### config.mk
export PLATFORM = sky130hd
export DESIGN_NAME = thread_dispatcher_flat
export DESIGN_NICKNAME = d
export VERILOG_FILES = /design/src/rtl/thread_dispatcher_pkg.sv /design/src/rtl/thread_dispatcher_if.sv /design/src/rtl/thread_dispatcher_slice_timer.sv /design/src/rtl/thread_dispatcher.sv /design/src/flat_wrapper.sv
export SDC_FILE = /design/constraint.sdc
export NUM_CORES = 1
export LEC_CHECK = 0
export CAP_MARGIN = 15
export CELL_PAD_IN_SITES_DETAIL_PLACEMENT = 0
export CELL_PAD_IN_SITES_GLOBAL_PLACEMENT = 2
export CORE_AREA = 2 2 412 414
export DETAILED_ROUTE_END_ITERATION = 7
export DIE_AREA = 0 0 414 416
export PLACE_DENSITY_LB_ADDON = 0.15
export REMOVE_ABC_BUFFERS = 1
export SYNTH_ARGS = -nofsm -noshare
export SYNTH_HDL_FRONTEND = slang
export SYNTH_HIERARCHICAL = 1
export SYNTH_SLANG_ARGS = --single-unit
### constraint.sdc
create_clock -name clk -period 18.05 [get_ports clk]
set_input_delay 4.5125 -clock clk [delete_from_list [all_inputs] [get_ports clk]]
set_output_delay 4.5125 -clock clk [all_outputs]
set_load 0.05 [all_outputs]
### src/rtl/thread_dispatcher_pkg.sv
// ----------------------------------------------------------------------------
// thread_dispatcher_pkg
//   Shared definitions for the thread dispatcher, the context queue and the
//   execution core: bus widths, the queue-full threshold, the register-set
//   type that carries one thread context, and the dispatcher state encoding.
// ----------------------------------------------------------------------------
package thread_dispatcher_pkg;

    localparam int DATA_W   = 256;          // one register set
    localparam int NUM_REGS = 16;           // registers per context
    localparam int REG_W    = DATA_W / NUM_REGS;
    localparam int SIZE_W   = 16;           // queue occupancy width

    // Occupancy at or above which the queue refuses a push.
    localparam logic [SIZE_W-1:0] Q_FULL = 16'hfffe;

    // One thread context: 16 x 16-bit registers, register 0 in the low bits.
    typedef logic [NUM_REGS-1:0][REG_W-1:0] regset_t;

    typedef enum logic [2:0] {
        ST_IDLE,
        ST_POP,
        ST_WAIT,
        ST_LAUNCH,
        ST_RUN,
        ST_PREEMPT,
        ST_WRITEBACK
    } state_e;

    // Increment that sticks at all-ones instead of wrapping.
    function automatic logic [15:0] sat_inc16(input logic [15:0] v);
        return (v == 16'hffff) ? v : v + 16'd1;
    endfunction

endpackage

### src/rtl/thread_dispatcher_if.sv
// ----------------------------------------------------------------------------
// thread_dispatcher_if
//   Queue and core handshake bundle around the dispatcher.
//   Queue side : q_size, q_err, q_data (valid the cycle after q_reading),
//                q_reading (pop strobe), q_adding / q_add_data (push).
//   Core side  : core_start (launch pulse), core_regs (context), core_preempt
//                (held until core_done), core_done / core_halted / core_result.
//   master = dispatcher, slave = queue + core.
// ----------------------------------------------------------------------------
interface thread_dispatcher_if;
    import thread_dispatcher_pkg::*;

    // queue
    logic [SIZE_W-1:0] q_size;
    logic              q_err;
    regset_t           q_data;
    logic              q_reading;
    logic              q_adding;
    regset_t           q_add_data;

    // core
    logic              core_start;
    regset_t           core_regs;
    logic              core_preempt;
    logic              core_done;
    logic              core_halted;
    regset_t           core_result;

    modport master (
        input  q_size, q_err, q_data,
        output q_reading, q_adding, q_add_data,
        output core_start, core_regs, core_preempt,
        input  core_done, core_halted, core_result
    );

    modport slave (
        output q_size, q_err, q_data,
        input  q_reading, q_adding, q_add_data,
        input  core_start, core_regs, core_preempt,
        output core_done, core_halted, core_result
    );

endinterface

### src/rtl/thread_dispatcher_slice_timer.sv
// ----------------------------------------------------------------------------
// thread_dispatcher_slice_timer
//   Counts core cycles of the current time slice.
//   clk, rst : clock, async active-high reset
//   clear    : zero the count (launch cycle)
//   en       : count this cycle (thread running)
//   expire   : en && count == QUANTUM-1, i.e. this is the last cycle of the
//              slice; the FSM leaves RUN on it, so the count never wraps.
// ----------------------------------------------------------------------------
module thread_dispatcher_slice_timer #(
    parameter int QUANTUM = 64
) (
    input  logic clk,
    input  logic rst,
    input  logic clear,
    input  logic en,
    output logic expire
);

    localparam int CNT_W = (QUANTUM > 2) ? $clog2(QUANTUM) : 1;
    localparam logic [CNT_W-1:0] LAST = CNT_W'(QUANTUM - 1);

    logic [CNT_W-1:0] count;
    logic             at_last;

    assign at_last = (count == LAST);
    assign expire  = en && at_last;

    always_ff @(posedge clk or posedge rst) begin
        if (rst) begin
            count <= '0;
        end else if (clear) begin
            count <= '0;
        end else if (en && !at_last) begin
            count <= count + 1'b1;
        end
    end

endmodule

### src/rtl/thread_dispatcher.sv
// ----------------------------------------------------------------------------
// thread_dispatcher
//   Pops thread contexts from the context queue, launches them on the core,
//   preempts a thread that overruns its QUANTUM-cycle slice, pushes
//   preempted/yielded threads back to the queue tail and retires halted ones.
//
//   clk, rst      : clock, async active-high reset (core must be reset too)
//   enable        : allows a new pop from IDLE; in-flight threads finish
//   bus           : queue + core handshake (master side)
//   busy          : high in every state except IDLE
//   retired_count : halted threads retired, saturating at 16'hffff
//   err           : sticky; q_err seen or core_done outside RUN/PREEMPT/WB
// ----------------------------------------------------------------------------
module thread_dispatcher
    import thread_dispatcher_pkg::*;
#(
    parameter int QUANTUM = 64
) (
    input  logic                 clk,
    input  logic                 rst,
    input  logic                 enable,
    thread_dispatcher_if.master  bus,
    output logic                 busy,
    output logic [15:0]          retired_count,
    output logic                 err
);

    state_e      state;
    logic        halted_q;
    logic [15:0] retired_q;
    logic        expire;
    logic        early_state;
    logic        push_ok;

    thread_dispatcher_slice_timer #(.QUANTUM(QUANTUM)) u_timer (
        .clk    (clk),
        .rst    (rst),
        .clear  (state == ST_LAUNCH),
        .en     (state == ST_RUN),
        .expire (expire)
    );

    // A done in these states cannot belong to a running thread.
    assign early_state = (state == ST_IDLE) || (state == ST_POP) ||
                         (state == ST_WAIT) || (state == ST_LAUNCH);

    // Occupancy is sampled live in WRITEBACK, so the push strobe is a decode
    // of the state register and q_size rather than a flop.
    assign push_ok      = (bus.q_size < Q_FULL);
    assign bus.q_adding = (state == ST_WRITEBACK) && !halted_q && push_ok;

    assign busy          = (state != ST_IDLE);
    assign retired_count = retired_q;

    always_ff @(posedge clk or posedge rst) begin
        if (rst) begin
            state            <= ST_IDLE;
            bus.q_reading    <= 1'b0;
            bus.core_start   <= 1'b0;
            bus.core_preempt <= 1'b0;
            bus.core_regs    <= '0;
            bus.q_add_data   <= '0;
            halted_q         <= 1'b0;
            retired_q        <= 16'd0;
            err              <= 1'b0;
        end else begin
            bus.q_reading  <= 1'b0;
            bus.core_start <= 1'b0;

            if (bus.q_err || (bus.core_done && early_state)) begin
                err <= 1'b1;
            end

            case (state)
                ST_IDLE: begin
                    if (enable && (bus.q_size != '0)) begin
                        bus.q_reading <= 1'b1;
                        state         <= ST_POP;
                    end
                end
                ST_POP: begin
                    state <= ST_WAIT;
                end
                ST_WAIT: begin
                    bus.core_regs  <= bus.q_data;
                    bus.core_start <= 1'b1;
                    state          <= ST_LAUNCH;
                end
                ST_LAUNCH: begin
                    state <= ST_RUN;
                end
                ST_RUN: begin
                    // done takes priority over a coincident quantum expiry
                    if (bus.core_done) begin
                        bus.q_add_data <= bus.core_result;
                        halted_q       <= bus.core_halted;
                        state          <= ST_WRITEBACK;
                    end else if (expire) begin
                        bus.core_preempt <= 1'b1;
                        state            <= ST_PREEMPT;
                    end
                end
                ST_PREEMPT: begin
                    if (bus.core_done) begin
                        bus.core_preempt <= 1'b0;
                        bus.q_add_data   <= bus.core_result;
                        halted_q         <= bus.core_halted;
                        state            <= ST_WRITEBACK;
                    end
                end
                ST_WRITEBACK: begin
                    if (halted_q) begin
                        retired_q <= sat_inc16(retired_q);
                        state     <= ST_IDLE;
                    end else if (push_ok) begin
                        state <= ST_IDLE;
                    end
                end
                default: begin
                    state <= ST_IDLE;
                end
            endcase
        end
    end

endmodule

### src/flat_wrapper.sv
// flat-port wrapper written by rule: the top's interface ports become plain ports
module thread_dispatcher_flat import thread_dispatcher_pkg::*;
#(
    parameter int QUANTUM = 64
)
  (clk, rst, enable, busy, retired_count, err, bus_q_size, bus_q_err, bus_q_data, bus_q_reading, bus_q_adding, bus_q_add_data, bus_core_start, bus_core_regs, bus_core_preempt, bus_core_done, bus_core_halted, bus_core_result);
  thread_dispatcher_if bus_i ();
  input  logic clk;
  input  logic rst;
  input  logic enable;
  output logic busy;
  output logic [15:0] retired_count;
  output logic err;
  input wire logic [$bits(bus_i.q_size)-1:0] bus_q_size;
  input wire logic [$bits(bus_i.q_err)-1:0] bus_q_err;
  input wire logic [$bits(bus_i.q_data)-1:0] bus_q_data;
  output wire logic [$bits(bus_i.q_reading)-1:0] bus_q_reading;
  output wire logic [$bits(bus_i.q_adding)-1:0] bus_q_adding;
  output wire logic [$bits(bus_i.q_add_data)-1:0] bus_q_add_data;
  output wire logic [$bits(bus_i.core_start)-1:0] bus_core_start;
  output wire logic [$bits(bus_i.core_regs)-1:0] bus_core_regs;
  output wire logic [$bits(bus_i.core_preempt)-1:0] bus_core_preempt;
  input wire logic [$bits(bus_i.core_done)-1:0] bus_core_done;
  input wire logic [$bits(bus_i.core_halted)-1:0] bus_core_halted;
  input wire logic [$bits(bus_i.core_result)-1:0] bus_core_result;
  assign bus_i.q_size = bus_q_size;
  assign bus_i.q_err = bus_q_err;
  assign bus_i.q_data = bus_q_data;
  assign bus_q_reading = bus_i.q_reading;
  assign bus_q_adding = bus_i.q_adding;
  assign bus_q_add_data = bus_i.q_add_data;
  assign bus_core_start = bus_i.core_start;
  assign bus_core_regs = bus_i.core_regs;
  assign bus_core_preempt = bus_i.core_preempt;
  assign bus_i.core_done = bus_core_done;
  assign bus_i.core_halted = bus_core_halted;
  assign bus_i.core_result = bus_core_result;
  thread_dispatcher #(.QUANTUM(QUANTUM)) u_core (.clk(clk), .rst(rst), .enable(enable), .bus(bus_i), .busy(busy), .retired_count(retired_count), .err(err));
endmodule
==> results of run 1 <==
-- layer usage --
metal | global-route usage, % | vias to the layer above | wire length (µm)
met5 | 0 | - | 300
met4 | 4.004 | 46 | 2631
met3 | 5.683 | 168 | 10510
met2 | 20.73 | 681 | 52820
met1 | 11.89 | 8396 | 36880
li1 | - | 7959 | -
-- cell type report --
cell class / instances / area [µm²] / share of cell area [%]
Multi-Input combinational cell: 1153 / 7390 / 19.95
Antenna cell: 13 / 32.53 / 0.08783
Clock buffer: 118 / 2273 / 6.138
Tap cell: 2218 / 2775 / 7.492
Sequential cell: 542 / 13560 / 36.62
Timing Repair Buffer: 1082 / 10820 / 29.21
Clock inverter: 13 / 150.1 / 0.4054
Inverter: 6 / 37.54 / 0.1013
-- cells by family after synthesis --
family | after synthesis | share of synthesized area [%]
AOI/OAI and AO/OA | 27 | 0.8663
adders and majority gates | 2 | 0.1163
xor gates and xnor gates | 7 | 0.2849
muxes | 265 | 17.35
DFF | 542 | 63.03
and+or+nand+nor | 852 | 15.68
buffers and inverters | 95 | 2.680
-- critical path: cells and delay by family --
kind                   cells  cell delay [ns]
and+or+nand+nor            3             0.59
buffers and inverters      2             1.22
-- cells in the final DEF, fill, tap and decap left out, types with 2 or more instances in the layout --
master | netlist | routed
clkdlybuf4s50_1 | 0 | 1067
nand2_1 | 785 | 784
dfrtp_1 | 542 | 542
mux2_4 | 200 | 200
clkbuf_16 | 0 | 79
mux2_2 | 61 | 61
clkbuf_1 | 48 | 24
nor2_1 | 17 | 17
clkbuf_8 | 0 | 15
diode_2 | 0 | 13
buf_4 | 1 | 13
nand4_1 | 8 | 8
nand3_1 | 8 | 8
nor4_1 | 7 | 7
xor2_1 | 7 | 7
clkinv_2 | 0 | 5
o21ai_0 | 5 | 5
a31oi_1 | 5 | 5
inv_1 | 5 | 4
nand2b_1 | 4 | 4
nor3_1 | 4 | 4
o211ai_1 | 4 | 4
mux2_1 | 3 | 3
a21oi_1 | 3 | 3
clkinv_8 | 0 | 2
clkinvlp_4 | 0 | 2
inv_6 | 0 | 2
bufinv_16 | 0 | 2
inv_8 | 0 | 2
nand4_2 | 2 | 2
a211oi_1 | 2 | 2
ha_1 | 2 | 2
buf_12 | 0 | 2
o21bai_1 | 2 | 2
o311a_1 | 2 | 2
nand4bb_1 | 2 | 2
nor3b_1 | 2 | 2
-- per-stage QoR --
step / TNS [ns] / cell area, µm²
6_report: 0 / 37040
5_1_grt: 0 / 37020
4_1_cts: 0 / 37010
3_5_place_dp: 0 / 34580
3_3_place_gp: 0 / 34580
2_1_floorplan: -773.35 / 20970
-- state kept, by name, indices dropped and copies added, names as in the netlist --
name,count
u_core/bus.q_reading,1
u_core/bus.core_regs,256
u_core/halted_q,1
u_core/bus.core_preempt,1
u_core/retired_count,16
u_core/err,1
u_core/u_timer/count,6
u_core/bus.core_start,1
u_core/bus.q_add_data,256
u_core/state,3
-- worst paths after layout --
path / cells after the start / slack, ns / endpoint / startpoint
max: 5 / 7.21 / bus_q_adding / bus_q_size[3]
max reg2reg: 6 / 13.49 / u_core/bus.q_add_data[16] / u_core/state[1]
min: 2 / 0.47 / u_core/bus.core_regs[147] / u_core/bus.core_regs[147]
max in group asynchronous: 5 / 10.29 / u_core/bus.core_regs[80] / rst
min in group asynchronous: 2 / 4.35 / u_core/u_timer/count[5] / rst
min reg2reg: 2 / 0.47 / u_core/bus.core_regs[147] / u_core/bus.core_regs[147]
-- where the power goes --
| part | internal, µW | switching, µW | total, µW |
|---|---|---|---|
| Clock | 891 | 611 | 1500 |
| Combinational | 1640 | 3170 | 4810 |
| Sequential | 1810 | 350 | 2160 |
==> flow_metrics.env, run 1 <==
export IMPL_status="finished clean"
export IMPL_grt_overflow=0
export IMPL_min_period_ns=10.84
export IMPL_nets=3399
export IMPL_antenna_found_initial=43
export IMPL_synth_main_ff_cell="dfrtp_1"
export IMPL_rows=151
export IMPL_synth_edf_count=0
export IMPL_grt_use_total_pct=11.68
export IMPL_avgRoutedWirePerCell_um=20.05
export IMPL_clock_sinks=542
export IMPL_clk_path_buf_depth=3
export IMPL_p_total_uw=8473
export IMPL_postRouteAntennaNets=0
export IMPL_whs_ns=0.4686
export IMPL_max_slew_margin_pct=23.86
export IMPL_cap_viol_max_count=0
export IMPL_io_buffers=1067
export IMPL_cts_tree="done"
export IMPL_drive_gt1_share_pct=13.49
export IMPL_routed_wl_um=103100
export IMPL_power_density_nw_per_um2=228.8
export IMPL_drc_errors=0
export IMPL_critical_path_class="in -> out"
export IMPL_dp_cells=5001
export IMPL_syn_area_per_cell_um2=12.02
export IMPL_dr_first_iter_drc_count=653
export IMPL_root_buffer="clkbuf_16"
export IMPL_fin_util_pct=22.03
export IMPL_vias_per_cell=3.353
export IMPL_worst_slack_ns=7.214
export IMPL_numCtsBuffers=78
export IMPL_synthDistinctLibCells=47
export IMPL_yosysMostFrequentCell="nand2_1"
export IMPL_area_growth_syn_to_layout_pct=72.12
export IMPL_yosysTopAreaCell="dfrtp_1"
export IMPL_synth_seq_cells=542
export IMPL_clkTransAtPathRegs_ns=0.05
export IMPL_htree_levels=3
export IMPL_synth_warnings=6
export IMPL_ctsResizeCount=0
export IMPL_syn_inst=1790
export IMPL_p_leak_uw=0.01661
export IMPL_critPathRequiredTime_ns=13.54
export IMPL_rsz0062_at_grt="no"
export IMPL_cts_hold_buf=0
export IMPL_hold_viol=0
export IMPL_seq_area_frac_synth_pct=63.03
export IMPL_hold_class="reg -> reg"
export IMPL_synth_top_area_share_pct=63.03
export IMPL_core_um2=168100
export IMPL_vias=17250
export IMPL_worstMarginPinSlew_ns=1.142
export IMPL_pin_count=1068
export IMPL_crit_top_cell="clkdlybuf4s50_1"
export IMPL_async_flop_share_pct=100.0
export IMPL_end_kind="primary output"
export IMPL_cp_slowest_cell="clkdlybuf4s50_1"
export IMPL_fmax_mhz=92.29
export IMPL_arrival_ns=6.32
export IMPL_crit_chain="clkdlybuf4s50_1 > nand4_1 > nor4_1 > nor4b_1 > clkdlybuf4s50_1"
export IMPL_synth_area_top_cells="dfrtp_1, mux2_4, nand2_1, mux2_2, buf_6"
export IMPL_preCtsSetupSlack_ns=7.210
export IMPL_critPathMaxStageDelay_ns=0.73
export IMPL_clk_latency_ns=0.66
export IMPL_die_width_um=414
export IMPL_post_cts_setup_buffers=0
export IMPL_fp_dieArea_um2=172200
export IMPL_place_hpwl_um=77020
export IMPL_min_period_over_period_pct=60.03
export IMPL_final_fill_count=18190
export IMPL_slew_violations=0
export IMPL_fin_cells=5145
export IMPL_die_h_um=416
export IMPL_ir_drop_v=0.0001044
export IMPL_grt_pass1_wl_um=146000
export IMPL_initial_core_util_pct=12.80
export IMPL_setup_viol=0
export IMPL_synth_area_um2=21520
export IMPL_drt_pass1_iterations=4
export IMPL_gp_congestion=0.7795
export IMPL_finalClockSkew_ns=0.03154
export IMPL_synth_common_cells="nand2_1, dfrtp_1, mux2_4"
export IMPL_crit_fanout=2
export IMPL_first_global_vias=18890
export IMPL_start_kind="input pin"
export IMPL_grt_start_max_net_pins=153
Power figures use the tool's default switching activity.
==> run 2, diff against run 1 <==
--- a/config.mk
+++ b/config.mk
@@ -8,9 +8,9 @@
 export CAP_MARGIN = 15
 export CELL_PAD_IN_SITES_DETAIL_PLACEMENT = 0
 export CELL_PAD_IN_SITES_GLOBAL_PLACEMENT = 2
-export CORE_AREA = 2 2 412 414
+export CORE_AREA = 2 2 418 420
 export DETAILED_ROUTE_END_ITERATION = 7
-export DIE_AREA = 0 0 414 416
+export DIE_AREA = 0 0 420 422
 export PLACE_DENSITY_LB_ADDON = 0.15
 export REMOVE_ABC_BUFFERS = 1
 export SYNTH_ARGS = -nofsm -noshare
==> constraint.sdc (replaced) <==
create_clock -name clk -period 11 [get_ports clk]
set_input_delay 2.75 -clock clk [delete_from_list [all_inputs] [get_ports clk]]
set_output_delay 2.75 -clock clk [all_outputs]
set_load 0.05 [all_outputs]
==> flow_metrics.env, run 2 (synthesis gave the netlist of run 1 again) <==
export IMPL_finalInstanceArea_um2=37390
export IMPL_core_um2=172900
export IMPL_grt_overflow=0
export IMPL_first_global_vias=18360
export IMPL_io_buffers=1067
export IMPL_avgRoutedWirePerCell_um=20.12
export IMPL_cts_hold_buf=0
export IMPL_power_switching_uw=6836
export IMPL_fmax_mhz=136.4
export IMPL_cts_tree="done"
export IMPL_rsz0062_at_grt="no"
export IMPL_r2r_start="u_core/state[1]"
export IMPL_cp_num_buf_inv=2
export IMPL_drive_gt1_share_pct=13.74
export IMPL_gp_congestion=0.7804
export IMPL_antenna_found_initial=40
export IMPL_htree_levels=3
export IMPL_status="finished clean"
export IMPL_clock_sinks=542
export IMPL_vias_per_cell=3.257
export IMPL_min_period_over_period_pct=66.65
export IMPL_critPathMaxStageDelay_ns=0.72
export IMPL_hold_start="u_core/bus.core_regs[40]"
export IMPL_initial_core_util_pct=12.45
export IMPL_finalClockSkew_ns=0.01452
export IMPL_crit_fanout=2
export IMPL_hold_viol=0
export IMPL_dr_first_iter_drc_count=573
export IMPL_clk_latency_ns=0.69
export IMPL_area_growth_syn_to_layout_pct=73.76
export IMPL_arrival_ns=4.58
export IMPL_switching_share_pct=48.64
export IMPL_clk_path_buf_depth=3
export IMPL_dp_cells=5106
export IMPL_min_period_ns=7.331
export IMPL_grt_pass1_wl_um=146500
export IMPL_die_width_um=420
export IMPL_ir_drop_v=0.0001676
export IMPL_max_slew_margin_pct=25.75
export IMPL_cap_viol_max_count=0
export IMPL_fin_cells=5269
export IMPL_hold_class="reg -> reg"
export IMPL_path_delay_family="buffers and inverters"
export IMPL_critical_path_class="in -> out"
export IMPL_p_int_uw=7217
export IMPL_worst_slack_ns=3.669
export IMPL_drt_pass1_iterations=7
export IMPL_pwr_share_seq_pct=25.2
export IMPL_fp_dieArea_um2=177200
export IMPL_crit_top_cell="clkdlybuf4s50_1"
export IMPL_nets=3399
export IMPL_root_buffer="clkbuf_16"
export IMPL_clkTransAtPathRegs_ns=0.05
export IMPL_final_fill_count=18640
export IMPL_grt_start_max_net_pins=163
export IMPL_cp_slowest_cell="clkdlybuf4s50_1"
export IMPL_crit_chain="clkdlybuf4s50_1 > nand4_1 > nor4_1 > nor4b_1 > clkdlybuf4s50_1"
export IMPL_pin_count=1068
export IMPL_clockPowerShare_pct=18.4
export IMPL_numCtsBuffers=80
export IMPL_postRouteAntennaNets=0
export IMPL_pwr_share_comb_pct=56.4
export IMPL_ctsResizeCount=0
export IMPL_preCtsSetupSlack_ns=3.663
export IMPL_slew_violations=0
export IMPL_post_cts_setup_buffers=0
export IMPL_rows=153
export IMPL_layout_cells_most_common="clkdlybuf4s50_1"
export IMPL_place_hpwl_um=79580
export IMPL_cp_startpoint="bus_q_size[2]"
export IMPL_routed_wl_um=106000
export IMPL_dpl_cell_area_um2=34740
export IMPL_power_density_nw_per_um2=375.8
export IMPL_die_h_um=422
export IMPL_critPathRequiredTime_ns=8.25
export IMPL_drc_errors=0
export IMPL_p_leak_uw=0.01671
export IMPL_setup_viol=0
export IMPL_layout_common_cells="clkdlybuf4s50_1, nand2_1, dfrtp_1"
export IMPL_vias=17160
export IMPL_grt_use_total_pct=11.59
export IMPL_start_kind="input pin"
export IMPL_end_kind="primary output"
export IMPL_worstMarginPinSlew_ns=1.114
==> run 2: cell type report <==
cell class                 instances  area [µm²]  share of cell area, %
antenna                           19       47.55                 0.1272
clock buffer                     132        2469                  6.602
clock inverter                    12       136.4                 0.3647
inverter                           6       37.54                 0.1004
multi-input combinational       1153        7390                  19.76
sequential                       542       13560                  36.27
tap                             2325        2909                  7.780
timing repair buffer            1080       10840                  28.99
==> run 2: final timing paths <==
kind | end | slack, ns | cells after the start
setup reg to reg | u_core/bus.q_add_data[6] | 7.35 | 5
setup / recovery | bus_q_adding | 3.67 | 5
max in group asynchronous | u_core/bus.core_regs[152] | 6.46 | 4
hold reg to reg | u_core/bus.core_regs[40] | 0.47 | 2
min in group asynchronous | u_core/u_timer/count[0] | 2.51 | 2
hold / removal | u_core/bus.core_regs[40] | 0.47 | 2
==> run 2: worst min-delay path, cell delays in order, from the launching register on <==
cell     delay (ns)
dfrtp_1        0.34
nand2_1        0.05
nand2_1        0.05
==> run 2: power by group through the flow <==
stage                     combinational (µW)  sequential (µW)  clock (µW)
final                                   7930             3540        2580
after global routing                    8310             3680        2790
after CTS                               8080             3560        2720
after detailed placement                8060             3570           0
after global placement                  8040             3570           0
after floorplan                         1940             6820           0
==> run 2: stage by stage <==
stage               TNS (ns)  hold slack (ns)  util [%]  power (µW)
global placement           0           0.4583     20.10       11610
finish                     0           0.4704     21.63       14050
global route               0           0.4916     21.63       14780
CTS                        0           0.4753     21.60       14360
detailed placement         0           0.4613     20.10       11630
floorplan           -3864.57           0.5555         -        8764
==> run 2: per-layer routing <==
metal	wire, µm	part of all wire, %	track usage (%)
met1	37460	35	11.66
met3	9493	9.0	5.042
met2	55260	52	20.71
met4	3596	3.4	4.730
met5	210	0.20	0
